### src/rtl/dsp_mac_pkg.sv
// dsp_mac_pkg -- shared definitions for the dsp_mac_pipe slice.
//   OP_*        : bit positions inside the 4-bit OPMODE input
//   OPMODE_W    : OPMODE width
//   opmode_t    : packed view of OPMODE, field order matches the bit indices
package dsp_mac_pkg;

  localparam int unsigned OPMODE_W     = 4;
  localparam int unsigned OP_PREADD_EN = 0;
  localparam int unsigned OP_PRE_SUB   = 1;
  localparam int unsigned OP_ACC       = 2;
  localparam int unsigned OP_POST_SUB  = 3;

  // MSB first so that a cast from OPMODE lands each flag on its bit index.
  typedef struct packed {
    logic post_sub;
    logic acc;
    logic pre_sub;
    logic preadd_en;
  } opmode_t;

endpackage

### src/rtl/dsp_pipe_reg.sv
// dsp_pipe_reg -- one pipeline stage register of parametric width.
//   clk_i : clock, rising edge
//   rst_i : synchronous active-high clear to zero (wins over ce_i)
//   ce_i  : load enable; when low the stage holds its value
//   d_i   : next-state data
//   q_o   : registered data
module dsp_pipe_reg #(
  parameter int unsigned W = 1
) (
  input  logic         clk_i,
  input  logic         rst_i,
  input  logic         ce_i,
  input  logic [W-1:0] d_i,
  output logic [W-1:0] q_o
);

  logic [W-1:0] data_q;

  always_ff @(posedge clk_i) begin
    if (rst_i) begin
      data_q <= '0;
    end else if (ce_i) begin
      data_q <= d_i;
    end
  end

  assign q_o = data_q;

endmodule

### src/rtl/dsp_mac_pipe.sv
// dsp_mac_pipe -- three-stage signed pre-add / multiply / post-add MAC with
// a valid/ready stream interface and packet accumulation.
//   S1: input registers (A, B, D, C, OPMODE, IN_LAST)
//   S2: pre-adder + multiplier register M
//   S3: post-adder / accumulator register P
// Ports:
//   CLK, RST            : clock, synchronous active-high reset
//   IN_VALID/IN_READY   : input handshake
//   A, B, D, C          : operands (signed, AW / BW / BW / PW bits)
//   OPMODE[3:0]         : [0] PREADD_EN [1] PRE_SUB [2] ACC [3] POST_SUB
//   IN_LAST             : last beat of an accumulation packet
//   OUT_VALID/OUT_READY : output handshake
//   P, OUT_LAST         : result and its packet-last flag
//   CARRYOUT, OVERFLOW  : bit PW of the PW+1-bit post-add, saturation flag
// Build option: define DSP_MAC_SAT_EN to saturate signed overflow of the
// post-add to the PW-bit limits (and flag OVERFLOW); otherwise it wraps.
module dsp_mac_pipe
  import dsp_mac_pkg::*;
#(
  parameter int unsigned AW = 18,
  parameter int unsigned BW = 18,
  parameter int unsigned PW = 48
) (
  input  logic                CLK,
  input  logic                RST,
  input  logic                IN_VALID,
  output logic                IN_READY,
  input  logic [AW-1:0]       A,
  input  logic [BW-1:0]       B,
  input  logic [BW-1:0]       D,
  input  logic [PW-1:0]       C,
  input  logic [OPMODE_W-1:0] OPMODE,
  input  logic                IN_LAST,
  output logic                OUT_VALID,
  input  logic                OUT_READY,
  output logic [PW-1:0]       P,
  output logic                OUT_LAST,
  output logic                CARRYOUT,
  output logic                OVERFLOW
);

  localparam int unsigned MW = AW + BW + 1;

  if (PW < AW + BW + 1) begin : g_bad_pw
    $error("dsp_mac_pipe: PW must be at least AW+BW+1");
  end

  typedef struct packed {
    logic          valid;
    logic [AW-1:0] a;
    logic [BW-1:0] b;
    logic [BW-1:0] d;
    logic [PW-1:0] c;
    opmode_t       op;
    logic          last;
  } s1_t;

  typedef struct packed {
    logic          valid;
    logic [MW-1:0] m;
    logic [PW-1:0] c;
    logic          acc;
    logic          post_sub;
    logic          last;
  } s2_t;

  typedef struct packed {
    logic          valid;
    logic [PW-1:0] p;
    logic          last;
    logic          carry;
    logic          ovf;
  } s3_t;

  s1_t           s1_d, s1_q;
  s2_t           s2_d, s2_q;
  s3_t           s3_d, s3_q;
  logic [PW-1:0] acc_d, acc_q;
  opmode_t       op_in;
  logic          stall;
  logic          ce;

  // The whole pipe advances or holds as one; only a presented but
  // unaccepted result can stall it.
  assign stall    = s3_q.valid && !OUT_READY;
  assign ce       = !stall;
  assign IN_READY = !stall;

  // ---------------------------------------------------------------- S1
  always_comb begin
    op_in           = '0;
    op_in.preadd_en = OPMODE[OP_PREADD_EN];
    op_in.pre_sub   = OPMODE[OP_PRE_SUB];
    op_in.acc       = OPMODE[OP_ACC];
    op_in.post_sub  = OPMODE[OP_POST_SUB];

    s1_d       = '0;
    s1_d.valid = IN_VALID;
    s1_d.a     = A;
    s1_d.b     = B;
    s1_d.d     = D;
    s1_d.c     = C;
    s1_d.op    = op_in;
    s1_d.last  = IN_LAST;
  end

  dsp_pipe_reg #(.W($bits(s1_t))) u_s1 (
    .clk_i (CLK),
    .rst_i (RST),
    .ce_i  (ce),
    .d_i   (s1_d),
    .q_o   (s1_q)
  );

  // ---------------------------------------------------------------- S2
  logic [BW:0]   b_x, d_x, pa;
  logic [MW-1:0] a_m, pa_m, m_full;

  always_comb begin
    b_x = {s1_q.b[BW-1], s1_q.b};
    d_x = {s1_q.d[BW-1], s1_q.d};
    if (!s1_q.op.preadd_en) begin
      pa = b_x;
    end else if (s1_q.op.pre_sub) begin
      pa = d_x - b_x;
    end else begin
      pa = d_x + b_x;
    end

    // Operands are sign-extended to the full product width first, so the
    // low MW bits of the unsigned product equal the signed product.
    a_m    = {{(MW - AW){s1_q.a[AW-1]}}, s1_q.a};
    pa_m   = {{(MW - BW - 1){pa[BW]}}, pa};
    m_full = a_m * pa_m;

    s2_d          = '0;
    s2_d.valid    = s1_q.valid;
    s2_d.m        = m_full;
    s2_d.c        = s1_q.c;
    s2_d.acc      = s1_q.op.acc;
    s2_d.post_sub = s1_q.op.post_sub;
    s2_d.last     = s1_q.last;
  end

  dsp_pipe_reg #(.W($bits(s2_t))) u_s2 (
    .clk_i (CLK),
    .rst_i (RST),
    .ce_i  (ce),
    .d_i   (s2_d),
    .q_o   (s2_q)
  );

  // ---------------------------------------------------------------- S3
  logic [PW-1:0] z;
  logic [PW:0]   z_x, m_x, r;
  logic [PW-1:0] p_next;
  logic          ovf;

  always_comb begin
    z   = s2_q.acc ? acc_q : s2_q.c;
    z_x = {z[PW-1], z};
    m_x = {{(PW + 1 - MW){s2_q.m[MW-1]}}, s2_q.m};
    r   = s2_q.post_sub ? (z_x - m_x) : (z_x + m_x);

`ifdef DSP_MAC_SAT_EN
    // Both operands are sign-extended, so r[PW] is the true sign and a
    // disagreement with r[PW-1] means the result left the PW-bit range.
    ovf = r[PW] ^ r[PW-1];
    if (ovf) begin
      p_next = r[PW] ? {1'b1, {(PW - 1){1'b0}}} : {1'b0, {(PW - 1){1'b1}}};
    end else begin
      p_next = r[PW-1:0];
    end
`else
    ovf    = 1'b0;
    p_next = r[PW-1:0];
`endif

    s3_d       = '0;
    s3_d.valid = s2_q.valid;
    s3_d.p     = p_next;
    s3_d.last  = s2_q.last;
    s3_d.carry = r[PW];
    s3_d.ovf   = ovf;

    // The accumulator tracks the value written to P, but only for real
    // beats; a packet's last beat restarts the running sum at zero.
    if (s2_q.valid) begin
      acc_d = s2_q.last ? '0 : p_next;
    end else begin
      acc_d = acc_q;
    end
  end

  dsp_pipe_reg #(.W($bits(s3_t))) u_s3 (
    .clk_i (CLK),
    .rst_i (RST),
    .ce_i  (ce),
    .d_i   (s3_d),
    .q_o   (s3_q)
  );

  dsp_pipe_reg #(.W(PW)) u_acc (
    .clk_i (CLK),
    .rst_i (RST),
    .ce_i  (ce),
    .d_i   (acc_d),
    .q_o   (acc_q)
  );

  assign OUT_VALID = s3_q.valid;
  assign P         = s3_q.p;
  assign OUT_LAST  = s3_q.last;
  assign CARRYOUT  = s3_q.carry;
  assign OVERFLOW  = s3_q.ovf;

endmodule

### config.mk
export PLATFORM = sky130hd
export DESIGN_NAME = dsp_mac_pipe
export DESIGN_NICKNAME = d
export VERILOG_FILES = /design/src/rtl/dsp_mac_pkg.sv /design/src/rtl/dsp_pipe_reg.sv /design/src/rtl/dsp_mac_pipe.sv
export SDC_FILE = /design/constraint.sdc
export NUM_CORES = 2
export LEC_CHECK = 0
export ABC_CLOCK_PERIOD_IN_PS = 19100
export BUFFER_PORTS_ARGS = -buffer_cell sky130_fd_sc_hd__buf_2
export CORE_AREA = 2 2 255 257
export CTS_BUF_LIST = sky130_fd_sc_hd__clkbuf_8 sky130_fd_sc_hd__clkbuf_16
export DETAILED_ROUTE_END_ITERATION = 10
export DIE_AREA = 0 0 257 259
export PLACE_DENSITY = 0.6
export SYNTH_ARGS = -nofsm -noshare
export SYNTH_HDL_FRONTEND = slang
export SYNTH_SLANG_ARGS = --single-unit
### constraint.sdc
create_clock -name CLK -period 19.1 [get_ports CLK]
set_input_delay 1.91 -clock CLK [delete_from_list [all_inputs] [get_ports CLK]]
set_output_delay 1.91 -clock CLK [all_outputs]
set_load 0.05 [all_outputs]
==> results_dict.tcl <==
set metrics [dict create \
    status "finished, final reports clean" \
    totalWireLength_mm 70.76 \
    vias 22500 \
    met2_usage_pct 34.61 \
    synth_edf_count 0 \
    p_per_area_nw_per_um2 138.6 \
    viasPerCell 5.171 \
    synthArstFlopShare_pct 0 \
    cts.root.buffer_cell "clkbuf_16" \
    critical_path_class "reg2reg" \
    cts_buffers 36 \
    cts_resized 0 \
    cts_htree_levels 2 \
    critPathMaxFanout 24 \
    use_met3_pct 3.076 \
    synthFlopType "dfxtp_1" \
    critPathRequiredTime_ns 19.55 \
    nets 4084 \
    grt.total_usage_pct 21.40 \
    drc 0 \
    dieWidth_um 257 \
    setup-tns-final_ns 0 \
    die_area_sq_um 66560 \
    vdd_drop_max_v 0.00009830 \
    max-cap-violations 0 \
    multiInputGateArea_sq_um 20190 \
    clockPowerShare_pct 17.2 \
    row_count 93 \
    slowest_stage "a21oi_2" \
    p_total_mw 4.301 \
    grt_pass1_vias 22560 \
    clock_skew_ns 0.04196 \
    grt_pass1_wl_mm 117.5 \
    initial_core_util_pct 44.48 \
    dp_hpwl_mm 53.24 \
    relSlewSlack_pct 29.35 \
    use_met1_pct 30.35 \
    switching_share_pct 46.56 \
    postCtsHoldBufs 0 \
    io_buffers 162 \
    place_congestion 0.8938 \
    cts_num_sinks 296 \
    slew_viol_final 0 \
    synth_warnings 0 \
    final-hold-violation-count 0 \
    cell_internal_pwr_mw 2.298 \
    grt_max_degree 165 \
    avgSynthCellArea_sq_um 8.258 \
    final_common_cell "nand2_1" \
    path_buf_inv 3 \
    seqPwrFrac_pct 18.7 \
    synth_cells 3441 \
    fin_crit_sh_pct 51.55 \
    hp-class "reg2reg" \
    ys_seq_area_share_pct 20.85 \
    grt_setup_unrepaired "no" \
    fin_crit_ns 9.847 \
    syn-cell-area_sq_um 28410 \
    clk_path_buf_depth 3 \
    cts_tree "built" \
    seq_area_sq_um 5927 \
    cp_top_family "adder cells" \
    area_delta_synth_final_pct 9.234 \
    yosys_register_bits 296 \
    power_frac_comb_pct 64.0 \
    insertion_delay_ns 0.57 \
    antenna_found_initial 1 \
    wire_per_inst_um 16.26 \
    arrival_ns 10.30 \
    final_cell_mix "nand2_1 (660), inv_1 (420), fa_1 (341)" \
    antenna_left 0 \
    layout-drive-gt1-share_pct 9.700 \
    setup_violations 0 \
    first_pass_iters 5 \
    p_switching_mw 2.003 \
    grt_overflow 0 \
    start_kind "flip-flop" \
    die_h_um 259 \
    core-area_sq_um 63880 \
    num_io_pins 164 \
    yosysUniqueCellTypes 87 \
    post_cts_buffers 0 \
    drtIter0Drc 1384 \
    cp_common_cell "fa_1" \
    clk_pin_slew_ns 0.06 \
    end_kind "flip-flop" \
    cp_slowest_stage_delay_ns 0.75 \
    worst_slew_pin_slew_ns 1.053 \
    p_leak_nw 14.52 \
    synth_fp_nets 4057 \
    max_freq_mhz 101.6 \
    busiest_layer "met2" \
    fillers 6299 \
]
## logic make-up after synthesis
kind of cell             count (synthesis)  synth area share (%)
flip-flops                             296                 20.85
adder cells (fa/ha/maj)                506                 31.28
buffers and inverters                  611                 8.190
AND/OR/NAND/NOR                       1187                 18.82
XOR/XNOR                               148                 4.562
multiplexers                            62                 2.466
AO/OA/AOI/OAI                          630                 13.81
other                                    1               0.01320
## final cells by class
| cell class | count | area share (%) |
|---|---|---|
| well taps | 855 | 3.447 |
| repair buffers | 182 | 3.168 |
| flip-flops and latches | 296 | 19.10 |
| clock buffers | 42 | 3.168 |
| multi-input cells | 2534 | 65.05 |
| inverters | 418 | 5.079 |
| diodes | 1 | 0.008062 |
| clock inverters | 23 | 0.9796 |
## power by group through the flow
stage / registers (mW) / logic, mW / clock network [mW]
floorplan: 0.897 / 2.04 / 0
global route: 0.818 / 3.13 / 0.785
CTS: 0.805 / 2.76 / 0.762
detailed placement: 0.818 / 2.74 / 0
finish: 0.806 / 2.75 / 0.741
global placement: 0.817 / 2.73 / 0
## sequential cells by signal, summed over array words and instances (netlist names)
register / cells
u_s1.q_o: 108
u_s2.q_o: 89
u_s3.q_o: 51
u_acc.q_o: 48
## per-stage QoR
step           hold WS, ns  cell area [sq um]  cells  utilization, %  worst slack, ns
2_1_floorplan       0.4141              28410   3441               -            10.32
3_3_place_gp        0.4388              29750   4285           46.57            9.485
3_5_place_dp        0.4413              29750   4285           46.57            9.343
4_1_cts             0.4504              31040   4350           48.58            9.333
5_1_grt             0.4640              31040   4350           48.58            8.667
6_report            0.4457              31040   4351           48.59            9.253
## tightest hold or removal path, cell delays in order, from the launching register on
cell and delay (ns):
dfxtp_1 0.30, nand2_1 0.05, a21oi_1 0.05
## synthesized netlist by cell type, drive strengths merged, types with 52 or more instances
| cell type | n | area, sq um |
|---|---|---|
| xnor2 | 122 | 1069 |
| fa | 341 | 6827 |
| o21ai | 63 | 319.1 |
| a21o | 52 | 390.4 |
| dfxtp | 296 | 5926 |
| a21oi | 332 | 1669 |
| mux2 | 58 | 660.6 |
| inv | 416 | 1562 |
| ha | 164 | 2052 |
| clkbuf | 163 | 611.8 |
| and2 | 152 | 950.9 |
| nor2 | 164 | 618.1 |
| nand2 | 660 | 2477 |
## final timing paths
path                startpoint            to  slack [ns]  depth (start not counted)
setup / recovery  u_s1.q_o[73]  u_s2.q_o[87]        9.25                         31
hold / removal    u_s3.q_o[32]  u_s3.q_o[32]        0.45                          2
setup reg to reg  u_s1.q_o[73]  u_s2.q_o[87]        9.25                         31
hold reg to reg   u_s3.q_o[32]  u_s3.q_o[32]        0.45                          2
## per-layer routing
metal	wire length (um)	part of all wire (%)
met1	34970	49
met2	31490	45
met3	2994	4.2
met4	1304	1.8
met5	0	0
Note: power is estimated with default switching activity, not from simulation.
